**src/rtl/fetch_pc_unit_pkg.sv**
```systemverilog
// Shared definitions for the fetch/PC stage: FSM encoding, jump constant, opcodes.
package fetch_pc_unit_pkg;

   typedef enum logic [2:0] {
      ST_IDLE    = 3'd0,
      ST_REQ     = 3'd1,
      ST_WAIT    = 3'd2,
      ST_HOLD    = 3'd3,
      ST_RESOLVE = 3'd4
   } fetch_state_t;

   // ALU jump output value that means "taken"
   localparam logic [7:0] JUMP_TAKEN_C = 8'hFF;

   // Upper-nibble opcodes of control-flow instructions
   localparam logic [3:0] OP_JMP = 4'h8;
   localparam logic [3:0] OP_JAL = 4'h9;
   localparam logic [3:0] OP_BEQ = 4'hA;
   localparam logic [3:0] OP_BNE = 4'hB;

endpackage : fetch_pc_unit_pkg

```
**src/rtl/fetch_pc_unit_pc_next_calc.sv**
```systemverilog
// Combinational next-PC / link-PC calculation. All arithmetic wraps mod 256.
module fetch_pc_unit_pc_next_calc
   import fetch_pc_unit_pkg::*;
#(
   parameter logic [7:0] JUMP_TAKEN = JUMP_TAKEN_C
)(
   input  logic [7:0] i_pc,
   input  logic [7:0] i_jump,
   input  logic [7:0] i_offset,
   output logic [7:0] o_next_pc,
   output logic [7:0] o_link_pc
);

   // Sequential successor, and offset applied on top of it for a taken jump
   always_comb begin
      o_link_pc = i_pc + 8'd1;
      o_next_pc = o_link_pc;
      if (i_jump == JUMP_TAKEN) begin
         o_next_pc = o_link_pc + i_offset;
      end else begin
         o_next_pc = o_link_pc;
      end
   end

endmodule : fetch_pc_unit_pc_next_calc

```
**src/rtl/fetch_pc_unit.sv**
```systemverilog
// Program counter and single-issue instruction fetch stage feeding the 8-bit ALU.
module fetch_pc_unit
   import fetch_pc_unit_pkg::*;
#(
   parameter logic [7:0]  RESET_PC    = 8'h00,
   parameter int unsigned MEM_TIMEOUT = 15,
   parameter logic [7:0]  JUMP_TAKEN  = JUMP_TAKEN_C
)(
   input  logic        clk,
   input  logic        rst_n,
   input  logic        start,
   input  logic        halt,
   output logic        imem_req,
   output logic [7:0]  imem_addr,
   input  logic        imem_valid,
   input  logic [7:0]  imem_data,
   output logic [7:0]  instr_out,
   output logic        instr_valid,
   input  logic        instr_ready,
   output logic [7:0]  pc_out,
   input  logic        exec_done,
   input  logic [7:0]  jump_in,
   input  logic [7:0]  offset_in,
   output logic [7:0]  link_pc,
   output logic        busy,
   output logic        fetch_err,
   output logic [15:0] retired
);

   // Last counter value seen in WAIT before the timeout fires
   localparam logic [7:0] TIMEOUT_LAST = 8'(MEM_TIMEOUT - 1);

   fetch_state_t r_state;
   fetch_state_t w_state_nxt;

   logic [7:0]  r_pc;
   logic [7:0]  r_instr;
   logic [7:0]  r_cnt;
   logic        r_fetch_err;
   logic [15:0] r_retired;

   logic [7:0]  w_next_pc;
   logic [7:0]  w_link_pc;
   logic        w_load_instr;
   logic        w_cnt_clr;
   logic        w_cnt_inc;
   logic        w_set_err;
   logic        w_retire;

   fetch_pc_unit_pc_next_calc #(
      .JUMP_TAKEN (JUMP_TAKEN)
   ) u_pc_next_calc (
      .i_pc      (r_pc),
      .i_jump    (jump_in),
      .i_offset  (offset_in),
      .o_next_pc (w_next_pc),
      .o_link_pc (w_link_pc)
   );

   // FSM state register
   always_ff @(posedge clk or negedge rst_n) begin
      if (!rst_n) begin
         r_state <= ST_IDLE;
      end else begin
         r_state <= w_state_nxt;
      end
   end

   // FSM next-state and datapath control strobes
   always_comb begin
      w_state_nxt  = r_state;
      w_load_instr = 1'b0;
      w_cnt_clr    = 1'b0;
      w_cnt_inc    = 1'b0;
      w_set_err    = 1'b0;
      w_retire     = 1'b0;
      case (r_state)
         ST_IDLE: begin
            // A latched fetch error locks the stage until reset
            if (start && !r_fetch_err) begin
               w_state_nxt = ST_REQ;
            end else begin
               w_state_nxt = ST_IDLE;
            end
         end
         ST_REQ: begin
            w_cnt_clr   = 1'b1;
            w_state_nxt = ST_WAIT;
         end
         ST_WAIT: begin
            // Data arriving on the timeout cycle still wins
            if (imem_valid) begin
               w_load_instr = 1'b1;
               w_state_nxt  = ST_HOLD;
            end else if (r_cnt >= TIMEOUT_LAST) begin
               w_set_err    = 1'b1;
               w_state_nxt  = ST_IDLE;
            end else begin
               w_cnt_inc    = 1'b1;
               w_state_nxt  = ST_WAIT;
            end
         end
         ST_HOLD: begin
            if (instr_ready) begin
               w_state_nxt = ST_RESOLVE;
            end else begin
               w_state_nxt = ST_HOLD;
            end
         end
         ST_RESOLVE: begin
            if (exec_done) begin
               w_retire = 1'b1;
               if (halt) begin
                  w_state_nxt = ST_IDLE;
               end else begin
                  w_state_nxt = ST_REQ;
               end
            end else begin
               w_state_nxt = ST_RESOLVE;
            end
         end
         default: begin
            w_state_nxt = ST_IDLE;
         end
      endcase
   end

   // Datapath registers: PC, instruction latch, timeout counter, error flag, retire count
   always_ff @(posedge clk or negedge rst_n) begin
      if (!rst_n) begin
         r_pc        <= RESET_PC;
         r_instr     <= 8'h00;
         r_cnt       <= 8'h00;
         r_fetch_err <= 1'b0;
         r_retired   <= 16'h0000;
      end else begin
         if (w_load_instr) begin
            r_instr <= imem_data;
         end else begin
            r_instr <= r_instr;
         end

         if (w_cnt_clr) begin
            r_cnt <= 8'h00;
         end else if (w_cnt_inc) begin
            r_cnt <= r_cnt + 8'd1;
         end else begin
            r_cnt <= r_cnt;
         end

         if (w_set_err) begin
            r_fetch_err <= 1'b1;
         end else begin
            r_fetch_err <= r_fetch_err;
         end

         // PC redirect coincides with the RESOLVE exit edge
         if (w_retire) begin
            r_pc <= w_next_pc;
            if (r_retired != 16'hFFFF) begin
               r_retired <= r_retired + 16'd1;
            end else begin
               r_retired <= r_retired;
            end
         end else begin
            r_pc      <= r_pc;
            r_retired <= r_retired;
         end
      end
   end

   assign imem_req    = (r_state == ST_REQ);
   assign imem_addr   = r_pc;
   assign instr_out   = r_instr;
   assign instr_valid = (r_state == ST_HOLD);
   assign pc_out      = r_pc;
   assign link_pc     = w_link_pc;
   assign busy        = (r_state != ST_IDLE);
   assign fetch_err   = r_fetch_err;
   assign retired     = r_retired;

endmodule : fetch_pc_unit

```
**config.mk**
```make
export PLATFORM = sky130hd
export DESIGN_NAME = fetch_pc_unit
export DESIGN_NICKNAME = d
export VERILOG_FILES = /design/src/rtl/fetch_pc_unit_pkg.sv /design/src/rtl/fetch_pc_unit_pc_next_calc.sv /design/src/rtl/fetch_pc_unit.sv
export SDC_FILE = /design/constraint.sdc
export NUM_CORES = 1
export LEC_CHECK = 0
export ABC_CLOCK_PERIOD_IN_PS = 2750
export CAP_MARGIN = 5
export CORE_MARGIN = 2
export CORE_UTILIZATION = 46
export DETAILED_ROUTE_END_ITERATION = 10
export PLACE_DENSITY = 0.78
export REMOVE_ABC_BUFFERS = 1
export SYNTH_ARGS = -nofsm -noshare
export SYNTH_HDL_FRONTEND = slang
export SYNTH_SLANG_ARGS = --single-unit
```
**constraint.sdc**
```tcl
create_clock -name clk -period 2.75 [get_ports clk]
set_input_delay 0.4125 -clock clk [delete_from_list [all_inputs] [get_ports clk]]
set_output_delay 0.4125 -clock clk [all_outputs]
set_load 0.01 [all_outputs]
```
Word-level counts from Yosys, hierarchy flattened
Index checks and enable logic that the tools add are counted.
Operators by class
  $lt $le $gt $ge: 1
  $add $sub $neg: 4
  multiplexer cells: 21
  reductions and logical operators: 6
  equal/unequal tests: 6
Operators with widths (number)
  8-bit 2-to-1 mux: 3
  16-bit by 1-bit adder with 16-bit output (second input constant): 1
  8-bit by 1-bit adder with 8-bit output (second input constant): 2
  16-bit != test (second input constant): 1
  3-bit one-hot mux with 5 select lines: 1
  1-bit 2-to-1 mux: 13
  8-bit adder: 1
  8-bit equality test (second input constant): 1
  8-bit by 4-bit >= comparator with 1-bit output (second input constant): 1
  3-bit by 2-bit equality test with 1-bit output (second input constant): 2
  3-bit 2-to-1 mux: 2
  2-bit 2-to-1 mux: 2
  3-bit by 1-bit equality test with 1-bit output (second input constant): 1
  3-bit equality test (second input constant): 1
  3-bit logical NOT: 1
  3-bit nonzero test: 1
  2-bit AND reduction: 1
  2-bit nonzero test: 1
  1-bit logical AND: 1
  1-bit logical NOT: 1
Word-level totals
  flip-flop bits (word level): 44
  output and inout port bits: 52
  logic and storage cells: 44

Longest topological paths before layout
  depth in word-level cells: 6
  mapped depth: 9

Modules after synthesis
A second synthesis with hierarchy kept.
Unflattened totals
  cells, all modules: 263
  area, all modules: 2572.5 um^2
By module, submodules not included
  fetch_pc_unit: cells each 189, area each 2079.5 um^2, times used 1
  fetch_pc_unit_pc_next_calc: cells each 74, area each 493.0 um^2, times used 1

Worst setup path before layout
Ideal clock, no wire load.
  kind: register -> register
  start: register r_pc[0], in the netlist imem_addr[0]
  end: register r_pc[7], in the netlist imem_addr[7]
  arrival time: 2.338 ns
  period minus slack after synthesis: 2.457 ns
  required time: 2.630 ns
  setup slack: 0.293 ns
  setup time: 0.120 ns
  stages on the path, launching flop included: 9
  path through: dfrtp_1 > ha_1 > xor2_1 > ha_1 > o21ai_1 > o21bai_1 > o41a_1 > a31o_1 > a31o_1
On the way
  longest elaborated chain between the ends: 3
RTL lines
  start, declared: RTL line fetch_pc_unit.sv:36  | logic [7:0] r_pc;
  start signal, assigned: RTL line fetch_pc_unit.sv:159  | r_pc <= w_next_pc;
  start signal, assigned: RTL line fetch_pc_unit.sv:166  | r_pc <= r_pc;
  8-bit by 1-bit adder with 8-bit output: RTL line fetch_pc_unit_pc_next_calc.sv:16  | o_link_pc = i_pc + 8'd1;
  net link_pc[2]: RTL line fetch_pc_unit.sv:24  | output logic [7:0] link_pc,
  8-bit adder: RTL line fetch_pc_unit_pc_next_calc.sv:19  | o_next_pc = o_link_pc + i_offset;
  8-bit 2-to-1 mux: RTL line fetch_pc_unit_pc_next_calc.sv:18  | if (i_jump == JUMP_TAKEN) begin
The timed path passes the listed nets, and every way through them passes these cells.
A chain may end at the register's enable or synchronous reset.

Worst setup path in the final report
  start: register r_pc[2], in the netlist imem_addr[2]
  end: output link_pc[5]
On the way
  longest elaborated chain between the ends: 1
RTL lines (RTL line)
  8-bit by 1-bit adder with 8-bit output: fetch_pc_unit_pc_next_calc.sv:16
  end, declared: fetch_pc_unit.sv:24
No other way between the ends.

==> results by stage <==
STA:
- The sum of negative setup slack is 0 ns.
- The hold violation count in the final report was 0.
- Across the routed clock network, the largest skew measured is approximately 0.0087 ns.
- The post-layout worst setup margin is 0.215 ns.
- The worst pin sits at a relative slew slack of 35.3%.
- In the finished design, the share of the clock period the worst path needs comes to 92.2%.
- Setup repair after global routing left no endpoint under its margin.
- The worst-margin pin slew is approximately 0.97 ns.
- For this run, the top clock speed supported by timing is 394 MHz.
- The final max-slew violation count is 0.
- Setup violations remaining at the end of the flow were counted as 0.
- The final critical path time including I/O delays and setup is between 2 and 3 ns.

Clock tree:
- The clock input transition at the sequential cells of the worst setup and hold paths is 0.08 ns.
- The TritonCTS clock tree is yes.
- CTS placed an instance of clkbuf_8 at the clock tree root.
- The maximum clock insertion buffer count is 2.
- At the later pin of the worst-skew pair, clock insertion delay measures 0.30 ns.
- Post-CTS timing repair inserted 0 buffers for setup.
- The total number of H-tree levels is 2.
- Gates resized during post-CTS repair numbered 0.
- The clock sink count is 44.
- For this design, the CTS-stage hold fixing added 0 buffers.
- The number of buffers created by CTS is 5.

Power and ir drop:
- The power density over the cells is 744 mW/mm².
- The total leakage power is around 1.6 nW.
- The switching part of the total power is approximately a third.
- The clock network power share is 19.7%.
- The internal power of the cells totals 0.00175 W.
- The maximum ir drop on the vdd rail is 539 µV.
- The switching power is 0.000896 W.
- The design draws approximately 0.0026 W.
- The part of the power in combinational logic is 45.2%.
- The relative contribution of sequential cells to total power is 35.2%.

Logic synthesis:
- The post-synthesis instance area is 0.00258 mm².
- The number of synthesized flops with an enable pin is 0.
- Averaged over all synthesized cells, the footprint is 10.6 µm².
- The commonest cells after synthesis are 44 x dfrtp_1, 17 x nand2_1, 17 x nor2_1.
- The largest total area in the synthesized netlist belongs to dfrtp_1.
- The most used flip-flop cell after synthesis is dfrtp_1.
- The synthesized-area fraction occupied by and/or/nand/nor cells is 20.0%.
- The share of the synthesized area in the top cell type is 42.7%.
- The adder-cell share of the synthesized area is 6.60%.
- Sequential cells were found to cover 42.7% of the synthesized design area.
- Counting every instance in the synthesized netlist gives 243.
- Yosys attributes the largest share of cell area to dfrtp_1 43%, ha_1 5.8%, xnor2_1 5.1%, mux2_2 3.5%, buf_4 2.6%.
- The synthesized netlist devotes 13.4% of its cell area to compound gates.
- In the synthesized netlist, mux cells make up under 10% of the area.
- After synthesis, the largest family of logic cells by area is simple AND/OR/NAND/NOR gates.
- After Yosys synthesis, XOR and XNOR cells account for 6.80% of the synthesized area.
- The count of state elements after synthesis is 44.
- The cell with the most instances after synthesis is dfrtp_1.
- For this run, asynchronously set or reset flops after synthesis account for 100%.
- The count of synthesis-stage warnings from yosys is 0.
- Synthesis instantiated 57 different standard cells from the library.

GRT:
- The remaining global-route overflow is 0.
- The overall routing resource usage is 19.6%.
- The number of antenna violations at the first check in global routing is 0.
- Entering global routing, the biggest net connects 45 pins.
- The number of global-route vias before repair is 2191.
- The first global-routing pass estimated 9850 µm of wire.

Critical path:
- The required time of the critical path is 2.34 ns.
- The source of the worst register-to-register timing path is imem_addr[3].
- The longest individual stage delay on the worst path is 0.65 ns.
- For flop-to-flop paths, the worst setup slack is about 0.25 ns.
- The worst register-to-register path ends at imem_addr[7].
- For the worst setup path, the data arrival time is between 2 and 2.5 ns.
- Walking the worst path, the cells encountered are and3_1 -> nand3_1 -> xnor2_1 -> clkdlybuf4s50_1.
- The worst setup path category is reg2out.
- The worst setup path is captured at an output port.
- The worst setup path is launched from a flip-flop.
- The path depth of the worst reg2reg path is 8.
- The maximum fanout along the worst path is 8.
- The slowest stage of the critical path belongs to the cell clkdlybuf4s50_1.
- Counting both buffers and inverters, the worst setup path holds a total of 1.
- The family with the most delay on the worst path is buffers and inverters.
- The launch point of the worst path is imem_addr[2].

Finish:
- At the end of the flow, the number of nets in the layout was 368.
- 0 antenna diodes ended up in the layout.
- The layout cell share with drive strength beyond 1 is 11.7%.
- After routing the design area is 0.00355 mm².
- Relative to the synthesized area, the layout overhead comes to 37.9%.

Placement:
- At the placement stage, the worst setup path has a slack of 0.270 ns.
- The number of buffer cells added on primary ports is 82.
- The placed cell area is about 0.0034 mm².
- Summed over all nets, the half-perimeter wirelength after detailed placement is 4530 µm.
- The congestion estimate from routability-driven global placement came to 0.878.

Route:
- The routed design uses 224 µm of met3 wire.
- The uppermost layer routed is met4.
- The pre-antenna-repair detailed-routing pass consisted of 4 iterations.
- In this run, the number of DRC markers left after iteration 0 of detailed routing was 98.
- The routed design has 5790 µm of wire.
- The number of antenna-violating nets in the routed design is 0.
- For this block, wires on met1 add up to 2610 µm.
- Summing over every cut layer, the via total after detailed routing is 2126.
- For this run, design rule violations remaining after detail routing come to 0.
- The average wire per standard cell is roughly 15 µm.
- The per-cell via count in the routed design is 5.36.
- The routed length on met2 is a little under 3000 µm.

Die:
- The die boundary width is about 79 µm.
- The floorplan step defined a die boundary enclosing 0.00622 mm².
- For this configuration, the core starts out at a cell density of 47.1%.
- For this design the top-level I/O count stands at 83.
- The floorplan has 27 rows.
- The die boundary height is 78.9 µm.
- In this run the standard cell core region covers 0.00547 mm².

Worst hold path:
- The tightest min-delay check is of the in2async type.

Run:
- The number of maximum-capacitance violations is 0.

Status:
- The flow ran to the end, and the final reports show no timing, DRC or antenna violations.
## cells in the final DEF, fill, tap and decap left out, types with 7 or more instances in the layout
cell type and n:
nand3_1 7, nor2_1 17, mux2_2 8, dfrtp_1 44, o21ai_0 10, a21oi_1 9, nand2_1 17, clkdlybuf4s50_1 81
xnor2_1 15, ha_1 12
## cell type report
type                    count  area, µm²
clock inverters             2       38.8
multi-input cells         182       1370
flip-flops and latches     44       1100
repair buffers             88        861
clock buffers               6       82.6
fillers                   457       1920
well taps                  72       90.1
inverters                   3       11.3
## through the flow
step	util (%)	hold WS [ns]	cells
floorplan	-	0.117	229
global placement	62.7	0.478	389
detailed placement	62.7	0.491	389
CTS	65.0	0.302	397
global route	65.0	0.351	397
finish	65.0	0.268	397
## logic make-up (layout without fill, tap and decap cells)
kind of cell	count (synthesis)	count (layout)
AO/OA/AOI/OAI	50	50
XOR/XNOR	20	20
adder cells (fa/ha/maj)	13	13
buffers and inverters	17	99
flip-flops	44	44
multiplexers	15	15
AND/OR/NAND/NOR	84	84
## per-layer routing
layer / vias to the layer above / track usage [%]
met5: - / 0
met4: 0 / 4.48
met3: 7 / 3.07
met2: 50 / 35.4
met1: 1018 / 24.8
li1: 1051 / -
## how the worst max path moves through the flow
stage                   end  cells after the start
6_report         link_pc[5]                      4
5_1_grt        imem_addr[7]                      8
4_1_cts          link_pc[5]                      4
3_5_place_dp   imem_addr[7]                      7
3_3_place_gp   imem_addr[7]                      7
2_1_floorplan  imem_addr[7]                      8
## power by group through the flow
stage	Clock [W]	Combinational [W]	Sequential [W]
6_report	0.000520	0.00119	0.000931
5_1_grt	0.000557	0.00131	0.000961
4_1_cts	0.000533	0.00120	0.000933
3_5_place_dp	0	0.00119	0.000945
3_3_place_gp	0	0.00118	0.000933
2_1_floorplan	0	0.000580	0.000978
## flip-flops by register name, indices dropped and copies added (netlist names)
signal     flops
instr_out      8
fetch_err      1
r_cnt          8
retired       16
r_state        3
imem_addr      8
Power figures use the tool's default switching activity.
